[src/rtl/sine_gen_pkg.sv]
// Shared definitions for the sine stream generator.
//   - quarter-wave table builder evaluated at elaboration time
//   - mid-scale helper for offset-binary samples
//   - control state encoding
package sine_gen_pkg;

    // Table entries sit on a fixed 16-bit stride so a single packed constant
    // can carry any supported geometry (DATA_W <= 17, ADDR_W <= 10).
    localparam int ENTRY_W     = 16;
    localparam int MAX_ENTRIES = 256;
    localparam int TBL_BITS    = ENTRY_W * MAX_ENTRIES;

    localparam real PI = 3.14159265358979323846;

    typedef enum logic [1:0] {
        IDLE  = 2'd0,
        RUN   = 2'd1,
        DRAIN = 2'd2
    } state_e;

    // Mid-scale code of an offset-binary sample of width data_w.
    function automatic int mid_value(input int data_w);
        return 32'sd1 <<< (data_w - 1);
    endfunction

    // q[i] = round((2^(data_w-1)-1) * sin(2*pi*(i+0.5)/2^addr_w)) for the first
    // quarter period. Samples are taken at bin centres, so the quarter is
    // mirror-symmetric and the other three quadrants are pure folds of it.
    function automatic logic [TBL_BITS-1:0] build_quarter_table(input int data_w,
                                                                input int addr_w);
        logic [TBL_BITS-1:0] tbl;
        real                 peak;
        real                 ang;
        real                 val;
        int                  depth;
        tbl   = '0;
        depth = 1 << (addr_w - 2);
        peak  = real'((1 << (data_w - 1)) - 1);
        for (int i = 0; i < depth; i++) begin
            ang = 2.0 * PI * (real'(i) + 0.5) / real'(1 << addr_w);
            val = peak * $sin(ang);
            tbl[i*ENTRY_W +: ENTRY_W] = 16'($rtoi(val + 0.5));
        end
        return tbl;
    endfunction

endpackage

[src/rtl/sine_quarter_rom.sv]
// Quarter-wave sine ROM with a registered read port.
//   clk_i, rst_n_i : clock, asynchronous active-low reset
//   en_i           : read enable (pipeline advance)
//   addr_i         : quarter-table index, ADDR_W-2 bits
//   data_o         : registered magnitude, DATA_W-1 bits
module sine_quarter_rom
    import sine_gen_pkg::*;
#(
    parameter int DATA_W = 12,
    parameter int ADDR_W = 6
) (
    input  logic              clk_i,
    input  logic              rst_n_i,
    input  logic              en_i,
    input  logic [ADDR_W-3:0] addr_i,
    output logic [DATA_W-2:0] data_o
);

    localparam logic [TBL_BITS-1:0] TABLE = build_quarter_table(DATA_W, ADDR_W);

    logic [DATA_W-2:0] data_q;

    // Registered table lookup; holds while the pipeline is stalled.
    always_ff @(posedge clk_i or negedge rst_n_i) begin
        if (!rst_n_i) begin
            data_q <= '0;
        end else if (en_i) begin
            data_q <= TABLE[{addr_i, 4'b0000} +: (DATA_W - 1)];
        end
    end

    assign data_o = data_q;

endmodule

[src/rtl/sine_stream_gen.sv]
// Programmable sine stream generator.
// A phase accumulator addresses per-lane quarter-wave ROMs; each output beat
// carries LANES consecutive samples, lane 0 in the most significant bits.
//   clk, rst_n          : clock, asynchronous active-low reset
//   start / stop        : run control pulses
//   step, phase_offset  : phase increment per sample / initial phase
//   amp_shift           : attenuation as a right shift of the magnitude
//   burst_len           : beats per run, 0 = continuous
//   busy, done          : run in progress / one-cycle completion pulse
//   m_valid, m_ready, m_data : output stream
module sine_stream_gen
    import sine_gen_pkg::*;
#(
    parameter int DATA_W   = 12,
    parameter int SAMPLE_W = 16,
    parameter int ADDR_W   = 6,
    parameter int PHASE_W  = 16,
    parameter int LANES    = 4,
    parameter int COUNT_W  = 16
) (
    input  logic                      clk,
    input  logic                      rst_n,
    input  logic                      start,
    input  logic                      stop,
    input  logic [PHASE_W-1:0]        step,
    input  logic [PHASE_W-1:0]        phase_offset,
    input  logic [1:0]                amp_shift,
    input  logic [COUNT_W-1:0]        burst_len,
    output logic                      busy,
    output logic                      done,
    output logic                      m_valid,
    input  logic                      m_ready,
    output logic [LANES*SAMPLE_W-1:0] m_data
);

    localparam int                IDX_W = ADDR_W - 2;
    localparam logic [DATA_W-1:0] MID_C = DATA_W'(mid_value(DATA_W));

    // ------------------------------------------------------------------
    // Reset: asserted asynchronously, released on a clock edge.
    // ------------------------------------------------------------------
    logic [1:0] rst_sync_q;
    logic       rst_int_n;

    // Two-flop release synchroniser for the internal reset.
    always_ff @(posedge clk or negedge rst_n) begin
        if (!rst_n) begin
            rst_sync_q <= 2'b00;
        end else begin
            rst_sync_q <= {rst_sync_q[0], 1'b1};
        end
    end

    assign rst_int_n = rst_sync_q[1];

    // ------------------------------------------------------------------
    // Control state
    // ------------------------------------------------------------------
    state_e               state_q, state_d;
    logic [PHASE_W-1:0]   acc_q, acc_d;
    logic [PHASE_W-1:0]   step_q, step_d;
    logic [COUNT_W-1:0]   cnt_q, cnt_d;
    logic [COUNT_W-1:0]   burst_q, burst_d;
    logic [1:0]           amp_q, amp_d;
    logic                 busy_q, busy_d;
    logic                 done_q, done_d;

    logic                 v1_q, v2_q, m_valid_q;
    logic [LANES*SAMPLE_W-1:0] m_data_q;

    logic                 pipe_en_s;
    logic                 drained_s;
    logic                 issue_s;
    logic [COUNT_W-1:0]   cnt_inc_s;

    // One shared advance for every stage: only a refused output beat stalls.
    assign pipe_en_s = ~(m_valid_q & ~m_ready);
    // Nothing left in flight once the output register empties this cycle.
    assign drained_s = ~v1_q & ~v2_q & (~m_valid_q | m_ready);
    assign cnt_inc_s = cnt_q + COUNT_W'(1);

    // Control state registers.
    always_ff @(posedge clk or negedge rst_int_n) begin
        if (!rst_int_n) begin
            state_q <= IDLE;
            acc_q   <= '0;
            step_q  <= '0;
            cnt_q   <= '0;
            burst_q <= '0;
            amp_q   <= 2'd0;
            busy_q  <= 1'b0;
            done_q  <= 1'b0;
        end else begin
            state_q <= state_d;
            acc_q   <= acc_d;
            step_q  <= step_d;
            cnt_q   <= cnt_d;
            burst_q <= burst_d;
            amp_q   <= amp_d;
            busy_q  <= busy_d;
            done_q  <= done_d;
        end
    end

    // Next-state logic: run control, beat issue and accumulator update.
    always_comb begin
        state_d = state_q;
        acc_d   = acc_q;
        step_d  = step_q;
        cnt_d   = cnt_q;
        burst_d = burst_q;
        amp_d   = amp_q;
        busy_d  = busy_q;
        done_d  = 1'b0;
        issue_s = 1'b0;
        case (state_q)
            IDLE: begin
                // start wins over a simultaneous stop; stop alone is ignored
                if (start) begin
                    state_d = RUN;
                    acc_d   = phase_offset;
                    step_d  = step;
                    burst_d = burst_len;
                    amp_d   = amp_shift;
                    cnt_d   = '0;
                    busy_d  = 1'b1;
                end else begin
                    state_d = IDLE;
                end
            end
            RUN: begin
                if (stop) begin
                    state_d = DRAIN;
                end else if (pipe_en_s) begin
                    issue_s = 1'b1;
                    acc_d   = acc_q + PHASE_W'(LANES) * step_q;
                    cnt_d   = cnt_inc_s;
                    if ((burst_q != '0) && (cnt_inc_s == burst_q)) begin
                        state_d = DRAIN;
                    end else begin
                        state_d = RUN;
                    end
                end else begin
                    state_d = RUN;
                end
            end
            DRAIN: begin
                if (drained_s) begin
                    state_d = IDLE;
                    busy_d  = 1'b0;
                    done_d  = 1'b1;
                end else begin
                    state_d = DRAIN;
                end
            end
            default: begin
                state_d = IDLE;
                busy_d  = 1'b0;
            end
        endcase
    end

    // ------------------------------------------------------------------
    // Stage 1: lane phases -> folded table index and sign
    // ------------------------------------------------------------------
    logic [PHASE_W-1:0] ph_s    [LANES];
    logic [IDX_W-1:0]   addr_s  [LANES];
    logic               neg_s   [LANES];
    logic [IDX_W-1:0]   addr1_q [LANES];
    logic               neg1_q  [LANES];
    logic               neg2_q  [LANES];
    logic [DATA_W-2:0]  rom_s   [LANES];
    logic [DATA_W-1:0]  mag_s   [LANES];
    logic [DATA_W-1:0]  smp_s   [LANES];
    logic [LANES*SAMPLE_W-1:0] data_s;

    for (genvar j = 0; j < LANES; j++) begin : g_lane
        assign ph_s[j] = acc_q + PHASE_W'(j) * step_q;
        // Odd quadrants walk the quarter table backwards: Q-1-i == ~i.
        assign addr_s[j] = ph_s[j][PHASE_W-2]
                         ? ~ph_s[j][PHASE_W-3 -: IDX_W]
                         :  ph_s[j][PHASE_W-3 -: IDX_W];
        // Quadrants 2 and 3 form the negative half-cycle.
        assign neg_s[j] = ph_s[j][PHASE_W-1];

        if (PHASE_W > ADDR_W) begin : g_lsb
            logic unused_lsb_s;
            assign unused_lsb_s = ^ph_s[j][PHASE_W-ADDR_W-1:0];
        end

        sine_quarter_rom #(
            .DATA_W (DATA_W),
            .ADDR_W (ADDR_W)
        ) u_rom (
            .clk_i   (clk),
            .rst_n_i (rst_int_n),
            .en_i    (pipe_en_s),
            .addr_i  (addr1_q[j]),
            .data_o  (rom_s[j])
        );

        // Negative half mirrors around MID-1 so the waveform stays symmetric.
        assign mag_s[j] = {1'b0, rom_s[j]} >> amp_q;
        assign smp_s[j] = neg2_q[j] ? (MID_C - DATA_W'(1) - mag_s[j])
                                    : (MID_C + mag_s[j]);
        assign data_s[(LANES-1-j)*SAMPLE_W +: SAMPLE_W] = SAMPLE_W'(smp_s[j]);
    end

    // Stage 1 and stage 2 side-band registers (ROM holds stage 2 data).
    always_ff @(posedge clk or negedge rst_int_n) begin
        if (!rst_int_n) begin
            v1_q <= 1'b0;
            v2_q <= 1'b0;
            for (int j = 0; j < LANES; j++) begin
                addr1_q[j] <= '0;
                neg1_q[j]  <= 1'b0;
                neg2_q[j]  <= 1'b0;
            end
        end else if (pipe_en_s) begin
            v1_q <= issue_s;
            v2_q <= v1_q;
            for (int j = 0; j < LANES; j++) begin
                addr1_q[j] <= addr_s[j];
                neg1_q[j]  <= neg_s[j];
                neg2_q[j]  <= neg1_q[j];
            end
        end
    end

    // Stage 3: packed output beat register.
    always_ff @(posedge clk or negedge rst_int_n) begin
        if (!rst_int_n) begin
            m_valid_q <= 1'b0;
            m_data_q  <= '0;
        end else if (pipe_en_s) begin
            m_valid_q <= v2_q;
            m_data_q  <= data_s;
        end
    end

    assign busy    = busy_q;
    assign done    = done_q;
    assign m_valid = m_valid_q;
    assign m_data  = m_data_q;

endmodule

[config.mk]
export PLATFORM = sky130hd
export DESIGN_NAME = sine_stream_gen
export DESIGN_NICKNAME = d
export VERILOG_FILES = /design/src/rtl/sine_gen_pkg.sv /design/src/rtl/sine_quarter_rom.sv /design/src/rtl/sine_stream_gen.sv
export SDC_FILE = /design/constraint.sdc
export NUM_CORES = 1
export LEC_CHECK = 0
export CAP_MARGIN = 15
export CELL_PAD_IN_SITES_DETAIL_PLACEMENT = 1
export CELL_PAD_IN_SITES_GLOBAL_PLACEMENT = 1
export CORE_MARGIN = 2
export CORE_UTILIZATION = 35
export CTS_BUF_LIST = sky130_fd_sc_hd__clkbuf_4 sky130_fd_sc_hd__clkbuf_8
export CTS_CLUSTER_DIAMETER = 120
export DETAILED_ROUTE_END_ITERATION = 8
export GPL_ROUTABILITY_DRIVEN = 0
export GPL_TIMING_DRIVEN = 0
export PLACE_DENSITY_LB_ADDON = 0.1
export SLEW_MARGIN = 20
export SYNTH_ARGS = -nofsm -noshare
export SYNTH_HDL_FRONTEND = slang
export SYNTH_SLANG_ARGS = --single-unit
[constraint.sdc]
create_clock -name clk -period 8.7 [get_ports clk]
set_input_delay 1.74 -clock clk [delete_from_list [all_inputs] [get_ports clk]]
set_output_delay 1.74 -clock clk [all_outputs]
set_load 0.005 [all_outputs]
After elaboration in Yosys (flattened, before gate mapping)
Index checks and enable logic that the tools add are counted.

word-level totals
  flip-flop bits (word level) = 191
  bits in latches = 0
  memory bits (writable) = 0
  ROM bits = 0
  input bits = 55
  output and inout bits = 67
  logic and storage cells = 107
  memories kept = 0

operators by class
  add/sub/neg operators = 13
  $mul = 1
  divide/modulo/power cells = 0
  order comparisons = 0
  eq/ne operators = 7
  shift operators = 8
  multiplexer cells = 29
  bitwise logic cells = 13
  reduce and logical (&&, ||, !) cells = 7

operators with widths
  cell                                                                              number
  4096-bit by 9-bit variable part select with 11-bit output (first input constant)  4
  16-bit 2-to-1 mux                                                                 6
  16-bit adder                                                                      4
  16-bit one-hot mux with 2 select lines                                            2
  12-bit adder (first input constant)                                               4
  12-bit 2-to-1 mux                                                                 4
  11-bit by 2-bit right shift with 12-bit output                                    4
  11-bit by 12-bit subtractor with 12-bit output (first input constant)             4
  16-bit by 1-bit adder with 16-bit output (second input constant)                  1
  16-bit == test                                                                    1
  2-bit by 16-bit multiplier with 16-bit output (first input constant)              1
  4-bit 2-to-1 mux                                                                  4
  4-bit inverter                                                                    4
  16-bit nonzero test                                                               1
  2-bit 2-to-1 mux                                                                  4
  2-bit != test (second input constant)                                             4
  1-bit 2-to-1 mux                                                                  7
  2-bit one-hot mux with 3 select lines                                             1
  1-bit inverter                                                                    5
  4-bit AND reduction                                                               1
  1-bit bitwise AND                                                                 3
  1-bit one-hot mux with 3 select lines                                             1
  3-bit AND reduction                                                               1
  2-bit by 1-bit == test with 1-bit output (second input constant)                  1
  6 further kinds                                                                   6

Logic depth before layout (Yosys ltp)
Gate-level depths: netlist of the first run.

  depth after elaboration = 7
  mapped depth = 11
  depth with buffers taken out = 11

By module
Synthesis of the first run repeated with hierarchy kept, for this count alone.

second synthesis, totals
  cells, all modules = 1,377
  area total of the unflattened synthesis = 12,917.4 um^2

modules (own cells, without submodules)
  module            instances  cells an instance  area an instance (um^2)  seq. area each (um^2)
  sine_stream_gen   1          1,041              9,674.3                  3,678.5
  sine_quarter_rom  4          84                 810.8                    275.3

Worst setup path before layout of the first run
No wires, ideal clock.

  path type = input to register
  start = in m_ready
  end = reg acc_q[15]
  setup time = 0.126 ns
  data arrival time = 2.984 ns
  required time = 8.574 ns
  path slack = 5.589 ns
  cell stages on the path = 8
  buffers on the path = 2
  cells stage by stage = nor2b_1 > clkbuf_1 > or3_1 > clkbuf_1 > nor3_1 > a31oi_1 > a211oi_1 > a311o_1

on the way
  cells in the longest elaborated chain, start to end = 4

RTL lines
  element                               line                   RTL
  from (decl)                           sine_stream_gen.sv:32  input logic m_ready,
  1-bit inverter                        sine_stream_gen.sv:77  assign pipe_en_s = ~(m_valid_q & ~m_ready);
  1-bit bitwise AND                     sine_stream_gen.sv:77
  2-bit != test (no source line)        n/a
  4-bit AND reduction (no source line)  n/a
  to (signal assigned)                  sine_stream_gen.sv:86  acc_q <= '0;
  to (signal assigned)                  sine_stream_gen.sv:95  acc_q <= acc_d;
  to (decl)                             sine_stream_gen.sv:60  logic [PHASE_W-1:0] acc_q, acc_d;

No other way between the ends.
A chain may end at the register's enable or synchronous reset.

Worst setup path in the final report of the first run
  start = in m_ready
  end = reg cnt_q[11]

on the way
  cells in the longest elaborated chain, start to end = 4

RTL lines
  element                               line                   RTL
  1-bit inverter                        sine_stream_gen.sv:77
  1-bit bitwise AND                     sine_stream_gen.sv:77
  2-bit != test (no source line)        n/a
  4-bit AND reduction (no source line)  n/a
  to (signal assigned)                  sine_stream_gen.sv:97  cnt_q <= cnt_d;
  to (decl)                             sine_stream_gen.sv:62  logic [COUNT_W-1:0] cnt_q, cnt_d;

No other way between the ends.

==> run_results.csv, run 1 <==
group,metric,value,unit
timing,tns,0,ns
clocking,cts.sinks,191,
clocking,cts-root-buf,"clkbuf_8",
synthesis,ys.flop_type,"dfrtp_1",
synthesis,synth_compound_area_frac,0.157,
clocking,cts_resized,0,
pwr,swShare,0.467,
critical_path,crit_type,"input pin to register",
clocking,cts_hold_buf,0,
critical_path,arrival,4.53,ns
cells_and_area,final_core_util,0.417,
timing,slew_violations,0,
timing,period_share,0.471,
timing,final-setup-viol-count,0,
synthesis,ys_seq_area_frac,0.378,
pwr,clkPwrFrac,0.095,
run_status,outcome,"completed",
synthesis,synth_cells,1387,
detailed_routing,drc,0,
floorplanning,fp.dieH,194,µm
synthesis,synthXorXnorAreaFrac,0.0760,
synthesis,async_flop_share,1.00,
pwr,seqPwrFrac,0.264,
synthesis,synth-simple-area-share,0.161,
cells_and_area,antenna_cells,0,
floorplanning,num_io_pins,122,
flow_run,cap_viol_max_count,0,
cells_and_area,fillers,4191,
cells_and_area,area_delta_synth_final,17.4,%
critical_path,max_stage_delay,0.61,ns
synthesis,yosys-top-cells-count,"239 x nand2_1, 191 x dfrtp_1, 115 x a21oi_1",
pwr,switching_power,3280,µW
critical_path,critPathSlowestCell,"nor2_1",
pwr,pwr-share-comb,0.641,
detailed_routing,drt_iter0_drc,400,
clocking,numCtsBuffers,17,
global_route,grt_pass1_vias,11200,
clocking,insertion_delay,0.53,ns
synthesis,synth_largest_area_cell,"dfrtp_1",
critical_path,crit_buf_inv,3,
global_route,grt_overflow,0,
global_route,grt_pass1_wl,63300,µm
floorplanning,initial_utilization,0.355,
synthesis,synth.distinct_cells,68,
synthesis,syn_area,0.0126,mm²
synthesis,synth_mux_area_frac,0.0779,
pwr,cellInternalPower,3740,µW
floorplanning,die_w,194,µm
timing,max_freq,0.244,GHz
synthesis,ys_warn_count,0,
pwr,power.density,473,mW/mm²
critical_path,worstSetupStartpointType,"input pin",
global_route,track_usage,0.212,
clocking,htreeDepth,4,
floorplanning,fp-row-count,69,
critical_path,cp_common_cell,"clkbuf_1",
floorplanning,dieArea,0.0377,mm²
detailed_routing,wirelength,38700,µm
pwr,peakVddDrop,0.151,mV
clocking,cts_setup_buffers,0,
synthesis,yosysTopAreaCellShare,0.378,
cells_and_area,drive_gt1_frac,0.0674,
detailed_routing,first_pass_iters,4,
clocking,tritoncts,"done",
timing,clock-skew-final,0.0216,ns
timing,report.final.hold_viol_count,0,
placed_design,dp_hpwl,29700,µm
placed_design,numPortBuffers,105,
clocking,ctsLongestPathBuffers,2,
synthesis,synth_top_family_by_area,"simple AND/OR/NAND/NOR gates",
pwr,p_leak,0.00637,µW
cells_and_area,nets,1680,
critical_path,critPathCaptureType,"register",
synthesis,synthMostInstantiatedCell,"nand2_1",
critical_path,path_delay_family,"buffers and inverters",
critical_path,crit_chain,"clkdlybuf4s50_1 > nor2b_1 > clkbuf_1 > nor3_1 > nor2_1 > clkbuf_1 > o21ai_0 > o31ai_1",
timing,rsz0062_at_grt,"no",
synthesis,yosys-top-cells-area,"dfrtp_1 38%, ha_1 8.0%, nand2_1 7.1%",
global_route,grt_max_degree,54,
timing,worstMarginPinSlew,0.997,ns
detailed_routing,ant_nets,0,
synthesis,synth-edff-count,0,
global_route,antenna_found_initial,0,
clocking,clkTransAtPathRegs,0.12,ns
timing,slew_headroom,0.335,
critical_path,critical_path_required,9.13,ns
synthesis,synthAdderAreaFrac,0.104,
hold_path,hold_class,"register to asynchronous set/reset pin",
floorplanning,fp.coreArea,0.0356,mm²
synthesis,ys_seq_elements,191,
critical_path,cp_max_fo,10,
detailed_routing,vias,10500,
synthesis,avgSynthCellArea,9.11,µm²
timing,fin_crit,4.10,ns
detailed_routing,post_drt_wl_per_cell,19.3,µm
detailed_routing,vias_per_cell,5.24,
metrics by stage:
stage / hold slack, ns / std cells / worst slack, ns / power (µW) / cell area (µm²)
3_5_place_dp: 0.346 / 1971 / 4.06 / 6400 / 14400
6_report: 0.318 / 2003 / 4.60 / 7010 / 14800
5_1_grt: 0.375 / 2003 / 4.45 / 7710 / 14800
2_1_floorplan: 0.331 / 1402 / 2.98 / 5030 / 12700
3_3_place_gp: 0.339 / 1968 / 0.148 / 6280 / 14300
4_1_cts: 0.343 / 2003 / 4.60 / 7110 / 14800
worst reg2reg max path, delay by kind of cell, from the launching register on:
kind	cells	cell delay [ns]
and+or+nand+nor	2	0.51
buffers and inverters	2	0.16
DFF	1	0.50
AOI/OAI and AO/OA	5	1.21
adders and majority gates	2	0.77
power by group through the flow:
stage	registers, µW	clock network (µW)	logic, µW
finish	1850	668	4500
global route	1930	717	5070
CTS	1860	693	4550
detailed placement	1880	0	4520
global placement	1880	0	4400
floorplan	1710	0	3320
layout make-up:
type	instances	area (µm²)	area share
multi-input combinational	1075	7330	0.494
sequential	191	4780	0.322
timing repair buffer	108	1130	0.0764
tap	461	577	0.0389
buffer	101	452	0.0304
clock buffer	17	234	0.0158
clock inverter	15	195	0.0132
inverter	35	131	0.00885
metal layers:
layer / GRT usage / vias to the layer above / part of all wire
met5: 0 / - / 0
met4: 0.0651 / 0 / 0.020
met3: 0.0271 / 36 / 0.024
met2: 0.365 / 148 / 0.49
met1: 0.279 / 5226 / 0.46
li1: - / 5089 / -
flip-flops by register name (all words and copies together) (netlist names):
name and cells:
neg2_q 4, m_valid 1, amp_q 2, v1_q 1, acc_q 16, v2_q 1, rst_sync_q 2, done 1
step_q 16, g_lane.u_rom.data_o 44, state_q 2, addr1_q 16, busy 1, m_data 48, neg1_q 4, burst_q 16
cnt_q 16
cells by family after synthesis:
| family | Yosys count |
|---|---|
| buffers and inverters | 136 |
| XOR/XNOR | 108 |
| AND/OR/NAND/NOR | 466 |
| flip-flops | 191 |
| multiplexers | 54 |
| other | 2 |
| AO/OA/AOI/OAI | 334 |
| adder cells (fa/ha/maj) | 96 |
path summary, 6_finish.rpt:
| path | startpoint | endpoint | slack (ns) | cells after the start |
|---|---|---|---|---|
| worst min register to register | rst_sync_q[1]$_DFF_PN0_ | m_data[1]$_DFFE_PN0N_ | 0.32 | 0 |
| worst max register to register | step_q[3]$_DFFE_PN0P_ | addr1_q[2]$_DFFE_PN0N_ | 5.48 | 11 |
| worst max-delay path | m_ready | cnt_q[11]$_DFFE_PN0P_ | 4.60 | 8 |
| min in group clk | rst_sync_q[0]$_DFF_PN0_ | rst_sync_q[1]$_DFF_PN0_ | 0.36 | 0 |
| worst min-delay path | rst_sync_q[1]$_DFF_PN0_ | m_data[1]$_DFFE_PN0N_ | 0.32 | 0 |
| max in group asynchronous | rst_n | rst_sync_q[1]$_DFF_PN0_ | 7.19 | 1 |
cell usage in the layout, fill, tap and decap left out, types with 28 or more instances in the layout:
cell type        Yosys  layout
xnor2_1             79      79
ha_1                81      81
mux4_2              35      35
dfrtp_1            191     190
clkdlybuf4s50_1      0     105
o21ai_0            114     114
a21oi_1            115     115
clkbuf_1            69      69
inv_1               35      35
xor2_1              28      28
nor2_1             109     109
nand2_1            239     239
No activity file was read; power rests on OpenSTA's default activity.
==> run 2: changes to the inputs <==
==> constraint.sdc (replaced) <==
create_clock -name clk -period 3.81 [get_ports clk]
set_input_delay 0.762 -clock clk [delete_from_list [all_inputs] [get_ports clk]]
set_output_delay 0.762 -clock clk [all_outputs]
set_load 0.005 [all_outputs]
==> run 2 against run 1 <==
Wire length hardly changed. Clock power is 120% higher. Critical endpoint is now addr1_q[2]$_DFFE_PN0N_. Hold slack worse by 0.017 ns. First-iteration DRC count is 15% higher. Global-route usage is 0.070 points lower. Die area stayed put. Sequential power is 130% higher. Clock skew is 0.0014 ns higher.
==> run_results.csv, run 2 (synthesis gave the netlist of run 1 again) <==
group,metric,value,unit
cells_and_area,nets,1681,
detailed_routing,drt_iter0_drc,461,
floorplanning,fp-row-count,69,
critical_path,cp_max_fo,5,
floorplanning,fp.coreArea,0.0356,mm²
timing,fin_crit,3.26,ns
global_route,grt_pass1_wl,62800,µm
critical_path,r2r_start,"step_q[2]$_DFFE_PN0P_",
timing,report.final.hold_viol_count,0,
global_route,grt_pass1_vias,11000,
run_status,outcome,"completed",
critical_path,crit_buf_inv,2,
floorplanning,initial_utilization,0.355,
clocking,tritoncts,"done",
critical_path,critPathCaptureType,"register",
timing,final-setup-viol-count,0,
cells_and_area,layoutNonFillerInstCount,2004,
floorplanning,fp.dieH,194,µm
detailed_routing,first_pass_iters,5,
critical_path,critPathSlowestCell,"fa_1",
timing,worstMarginPinSlew,0.948,ns
cells_and_area,antenna_cells,0,
detailed_routing,wirelength,38800,µm
global_route,grt_max_degree,53,
clocking,cts-root-buf,"clkbuf_8",
detailed_routing,post_drt_wl_per_cell,19.3,µm
critical_path,startpoint,"step_q[2]$_DFFE_PN0P_",
detailed_routing,vias,10500,
placed_design,numPortBuffers,105,
flow_run,cap_viol_max_count,0,
floorplanning,num_io_pins,122,
critical_path,crit_type,"register to register",
clocking,cts_setup_buffers,0,
timing,clock-skew-final,0.0230,ns
clocking,cts_hold_buf,0,
floorplanning,die_w,194,µm
clocking,insertion_delay,0.53,ns
critical_path,worstSetupStartpointType,"register",
critical_path,arrival,3.70,ns
cells_and_area,drive_gt1_frac,0.0680,
pwr,peakVddDrop,0.465,mV
critical_path,critical_path_required,4.25,ns
cells_and_area,largest_reg_flops,48,
clocking,htreeDepth,4,
cells_and_area,layout_common_cells,"239 x nand2_1, 190 x dfrtp_1, 115 x a21oi_1",
global_route,track_usage,0.212,
detailed_routing,drc,0,
clocking,numCtsBuffers,17,
timing,rsz0062_at_grt,"no",
clocking,clkTransAtPathRegs,0.12,ns
critical_path,path_delay_family,"compound AO/OA/AOI/OAI gates",
clocking,ctsLongestPathBuffers,2,
timing,slew_violations,0,
cells_and_area,final_common_cell,"nand2_1",
global_route,grt_overflow,0,
placed_design,dp_hpwl,29800,µm
clocking,cts_resized,0,
pwr,power.density,1070,mW/mm²
pwr,p_leak,0.00636,µW
critical_path,crit_chain,"inv_1 > fa_1 > inv_1 > ha_1 > o2111ai_1 > a21o_1 > a211oi_1 > nor2_1 > a311o_1 > or3_1 > o211ai_2",
floorplanning,dieArea,0.0377,mm²
timing,tns,0,ns
cells_and_area,area_delta_synth_final,17.2,%
critical_path,cp_common_cell,"inv_1",
timing,slew_headroom,0.368,
detailed_routing,vias_per_cell,5.26,
timing,period_share,0.856,
global_route,antenna_found_initial,0,
detailed_routing,ant_nets,0,
critical_path,max_stage_delay,0.52,ns
placed_design,numPlacedInstances,1972,
timing,max_freq,0.307,GHz
clocking,cts.sinks,191,
hold_path,hold_class,"register to asynchronous set/reset pin",
-- run 2: changes by cell type in the layout (fill, tap and decap cells not counted), sizes merged --
| cell | change |
|---|---|
| bufinv | -1 |
| inv | -1 |
| clkinv | +1 |
| buf | +1 |
| clkinvlp | +1 |
-- run 2: area by class of cell --
cell class | count | area, µm²
multi-input cells | 1075 | 7330
repair buffers | 109 | 1140
plain buffers | 101 | 452
flip-flops and latches | 191 | 4780
well taps | 461 | 577
clock inverters | 15 | 168
clock buffers | 17 | 234
inverters | 35 | 131
fillers | 4176 | 20800
-- run 2: worst paths after layout --
check | to | slack (ns) | depth (start not counted)
max | addr1_q[2]$_DFFE_PN0N_ | 0.55 | 11
min | g_lane[0].u_rom.data_o[5]$_DFFE_PN0N_ | 0.30 | 0
max reg2reg | addr1_q[2]$_DFFE_PN0N_ | 0.55 | 11
min reg2reg | g_lane[0].u_rom.data_o[5]$_DFFE_PN0N_ | 0.30 | 0
max in group asynchronous | m_data[22]$_DFFE_PN0N_ | 2.63 | 2
min in group clk | rst_sync_q[1]$_DFF_PN0_ | 0.36 | 0
-- run 2: routing by layer --
layer  GRT usage  routed length, µm  up-vias
met1       0.277              18000     5262
met3      0.0275                985       29
met4      0.0505                530        0
li1            -                  -     5090
met5           0                  0        -
met2       0.371              19200      159
-- run 2: per-stage QoR --
stage / hold WS (ns) / setup WS (ns) / power (µW) / cell area [µm²] / utilization
after detailed placement: 0.332 / 0.143 / 14600 / 14400 / 0.405
final: 0.302 / 0.548 / 15900 / 14800 / 0.417
after CTS: 0.328 / 0.531 / 16100 / 14800 / 0.417
after global routing: 0.361 / 0.275 / 17500 / 14800 / 0.417
after floorplan: 0.331 / 0.660 / 11500 / 12700 / -
after global placement: 0.337 / -0.920 / 14300 / 14300 / 0.403
-- run 2: worst register-to-register path: cells and delay by family, from the launching register on --
family | cells | cell delay [ns]
AO/OA/AOI/OAI | 5 | 1.22
adder cells (fa/ha/maj) | 2 | 0.80
AND/OR/NAND/NOR | 2 | 0.52
flip-flops | 1 | 0.48
buffers and inverters | 2 | 0.17
-- run 2: report_power, final --
group / switching (µW) / total (µW) / internal [µW]
registers: 1140 / 4210 / 3070
logic: 5430 / 10300 / 4840
clock network: 893 / 1440 / 548
==> run 3: changes to the inputs <==
--- a/config.mk
+++ b/config.mk
@@ -8,10 +8,8 @@
 export CAP_MARGIN = 15
 export CELL_PAD_IN_SITES_DETAIL_PLACEMENT = 1
 export CELL_PAD_IN_SITES_GLOBAL_PLACEMENT = 1
-export CORE_MARGIN = 2
 export CORE_UTILIZATION = 35
 export CTS_BUF_LIST = sky130_fd_sc_hd__clkbuf_4 sky130_fd_sc_hd__clkbuf_8
-export CTS_CLUSTER_DIAMETER = 120
 export DETAILED_ROUTE_END_ITERATION = 8
 export GPL_ROUTABILITY_DRIVEN = 0
 export GPL_TIMING_DRIVEN = 0
==> run 3 against run 2 <==
Critical path depth unchanged. Cell count unchanged. Sequential power about the same. Setup slack improved by 0.0081 ns. Total power increased by 0.23%. Clock skew decreased by 0.00081 ns. Clock-buffer cell count increased by 1. First-iteration DRC count increased by 14%. Via count increased by 0.11%. Sequential share of layout area about the same. Die area decreased by 2.1%. Non-clock buffer count unchanged. Largest power group unchanged. Highest routed layer unchanged.
==> run_results.csv, run 3 (synthesis gave the netlist of run 1 again) <==
group,metric,value,unit
run_status,outcome,"completed",
timing,slew_violations,0,
timing,final-setup-viol-count,0,
global_route,grt_max_degree,54,
placed_design,numPortBuffers,105,
global_route,grt_overflow,0,
global_route,busiest_layer,"met2",
timing,max_freq,0.307,GHz
critical_path,critPathCaptureType,"register",
timing,rsz0062_at_grt,"no",
cells_and_area,area_delta_synth_final,17.3,%
critical_path,worstSetupStartpointType,"register",
critical_path,crit_type,"register to register",
clocking,cts-root-buf,"clkbuf_8",
detailed_routing,drt_iter0_drc,526,
clocking,tritoncts,"done",
hold_path,hold_class,"register to asynchronous set/reset pin",
global_route,grt_pass1_wl,61100,µm
critical_path,critical_path_required,4.22,ns
detailed_routing,first_pass_iters,4,
pwr,power.density,1080,mW/mm²
cells_and_area,drive_gt1_frac,0.0680,
floorplanning,die_w,192,µm
cells_and_area,final_common_cell,"nand2_1",
global_route,grt_pass1_vias,10800,
detailed_routing,wirelength,38100,µm
clocking,cts_resized,0,
floorplanning,fp-row-count,69,
floorplanning,initial_utilization,0.355,
clocking,cts_hold_buf,0,
timing,tns,0,ns
cells_and_area,nets,1681,
global_route,use_met2,0.374,
cells_and_area,largest_reg_flops,48,
critical_path,arrival,3.67,ns
cells_and_area,fin_area,0.0148,mm²
timing,worstMarginPinSlew,0.914,ns
critical_path,cp_max_fo,5,
floorplanning,fp.coreArea,0.0356,mm²
timing,period_share,0.854,
clocking,numCtsBuffers,17,
pwr,peakVddDrop,0.428,mV
detailed_routing,ant_nets,0,
clocking,cts.sinks,191,
timing,finalWorstSetupSlack,0.556,ns
cells_and_area,regArea,0.00478,mm²
detailed_routing,vias,10600,
timing,report.final.hold_viol_count,0,
global_route,grt_util_met1,0.276,
clocking,insertion_delay,0.51,ns
clocking,htreeDepth,4,
flow_run,cap_viol_max_count,0,
detailed_routing,post_drt_wl_per_cell,19.0,µm
global_route,antenna_found_initial,0,
critical_path,r2r_start,"step_q[2]$_DFFE_PN0P_",
floorplanning,dieArea,0.0369,mm²
clocking,ctsLongestPathBuffers,2,
global_route,globalRouteMet3Util,0.0276,
timing,slew_headroom,0.391,
placed_design,dpl-instance-area,0.0144,mm²
detailed_routing,vias_per_cell,5.27,
timing,clock-skew-final,0.0222,ns
pwr,p_leak,0.00637,µW
critical_path,startpoint,"step_q[2]$_DFFE_PN0P_",
cells_and_area,fillers,4185,
cells_and_area,multi_input_area,0.00733,mm²
cells_and_area,antenna_cells,0,
placed_design,dp_hpwl,29700,µm
detailed_routing,drc,0,
clocking,clkTransAtPathRegs,0.12,ns
timing,holdWs,0.201,ns
timing,fin_crit,3.25,ns
cells_and_area,layout_common_cells,"239 x nand2_1, 190 x dfrtp_1, 115 x a21oi_1",
floorplanning,num_io_pins,122,
clocking,cts_setup_buffers,0,
global_route,track_usage,0.216,
floorplanning,fp.dieH,192,µm
placed_design,dp_slack,0.139,ns
==> run 3: path summary, 6_finish.rpt <==
| path | cells after the start | slack (ns) | end |
|---|---|---|---|
| worst max-delay path | 11 | 0.56 | addr1_q[2]$_DFFE_PN0N_ |
| worst min-delay path | 0 | 0.20 | g_lane[3].u_rom.data_o[5]$_DFFE_PN0N_ |
| worst max register to register | 11 | 0.56 | addr1_q[2]$_DFFE_PN0N_ |
| worst min register to register | 0 | 0.20 | g_lane[3].u_rom.data_o[5]$_DFFE_PN0N_ |
| max in group asynchronous | 2 | 2.72 | burst_q[12]$_DFFE_PN0P_ |
| min in group clk | 0 | 0.37 | rst_sync_q[1]$_DFF_PN0_ |
==> run 3: cell type report <==
class                   instances  area share
plain buffers                 101      0.0305
well taps                     461      0.0389
inverters                      35     0.00886
flip-flops and latches        191       0.323
multi-input cells            1075       0.495
clock inverters                14      0.0100
clock buffers                  18      0.0167
repair buffers                109      0.0778
==> run 3: stage by stage <==
step | std cells | total power (µW) | utilization
after global placement | 1968 | 14400 | 0.403
after detailed placement | 1972 | 14700 | 0.406
after floorplan | 1402 | 11500 | -
after global routing | 2004 | 17500 | 0.417
final | 2004 | 16000 | 0.417
after CTS | 2004 | 16200 | 0.417
==> run 3: critical path: stages, from the launching register on <==
cell and delay [ns]:
dfrtp_1 0.50, inv_1 0.12, fa_1 0.51, inv_1 0.05
ha_1 0.27, o2111ai_1 0.10, a21o_1 0.20, a211oi_1 0.42
nor2_1 0.14, a311o_1 0.41, or3_1 0.39, o211ai_2 0.07
==> run 3: report_power, final <==
part           internal (µW)  leakage, µW  switching (µW)
Sequential              3070      0.00227            1140
Clock                    556     0.000199             847
Combinational           4850      0.00389            5490
==> run 3: routing by layer <==
layer / vias up / part of all wire
met4: 0 / 0.026
met1: 5272 / 0.46
met3: 42 / 0.021
met5: - / 0
met2: 135 / 0.49
li1: 5103 / -
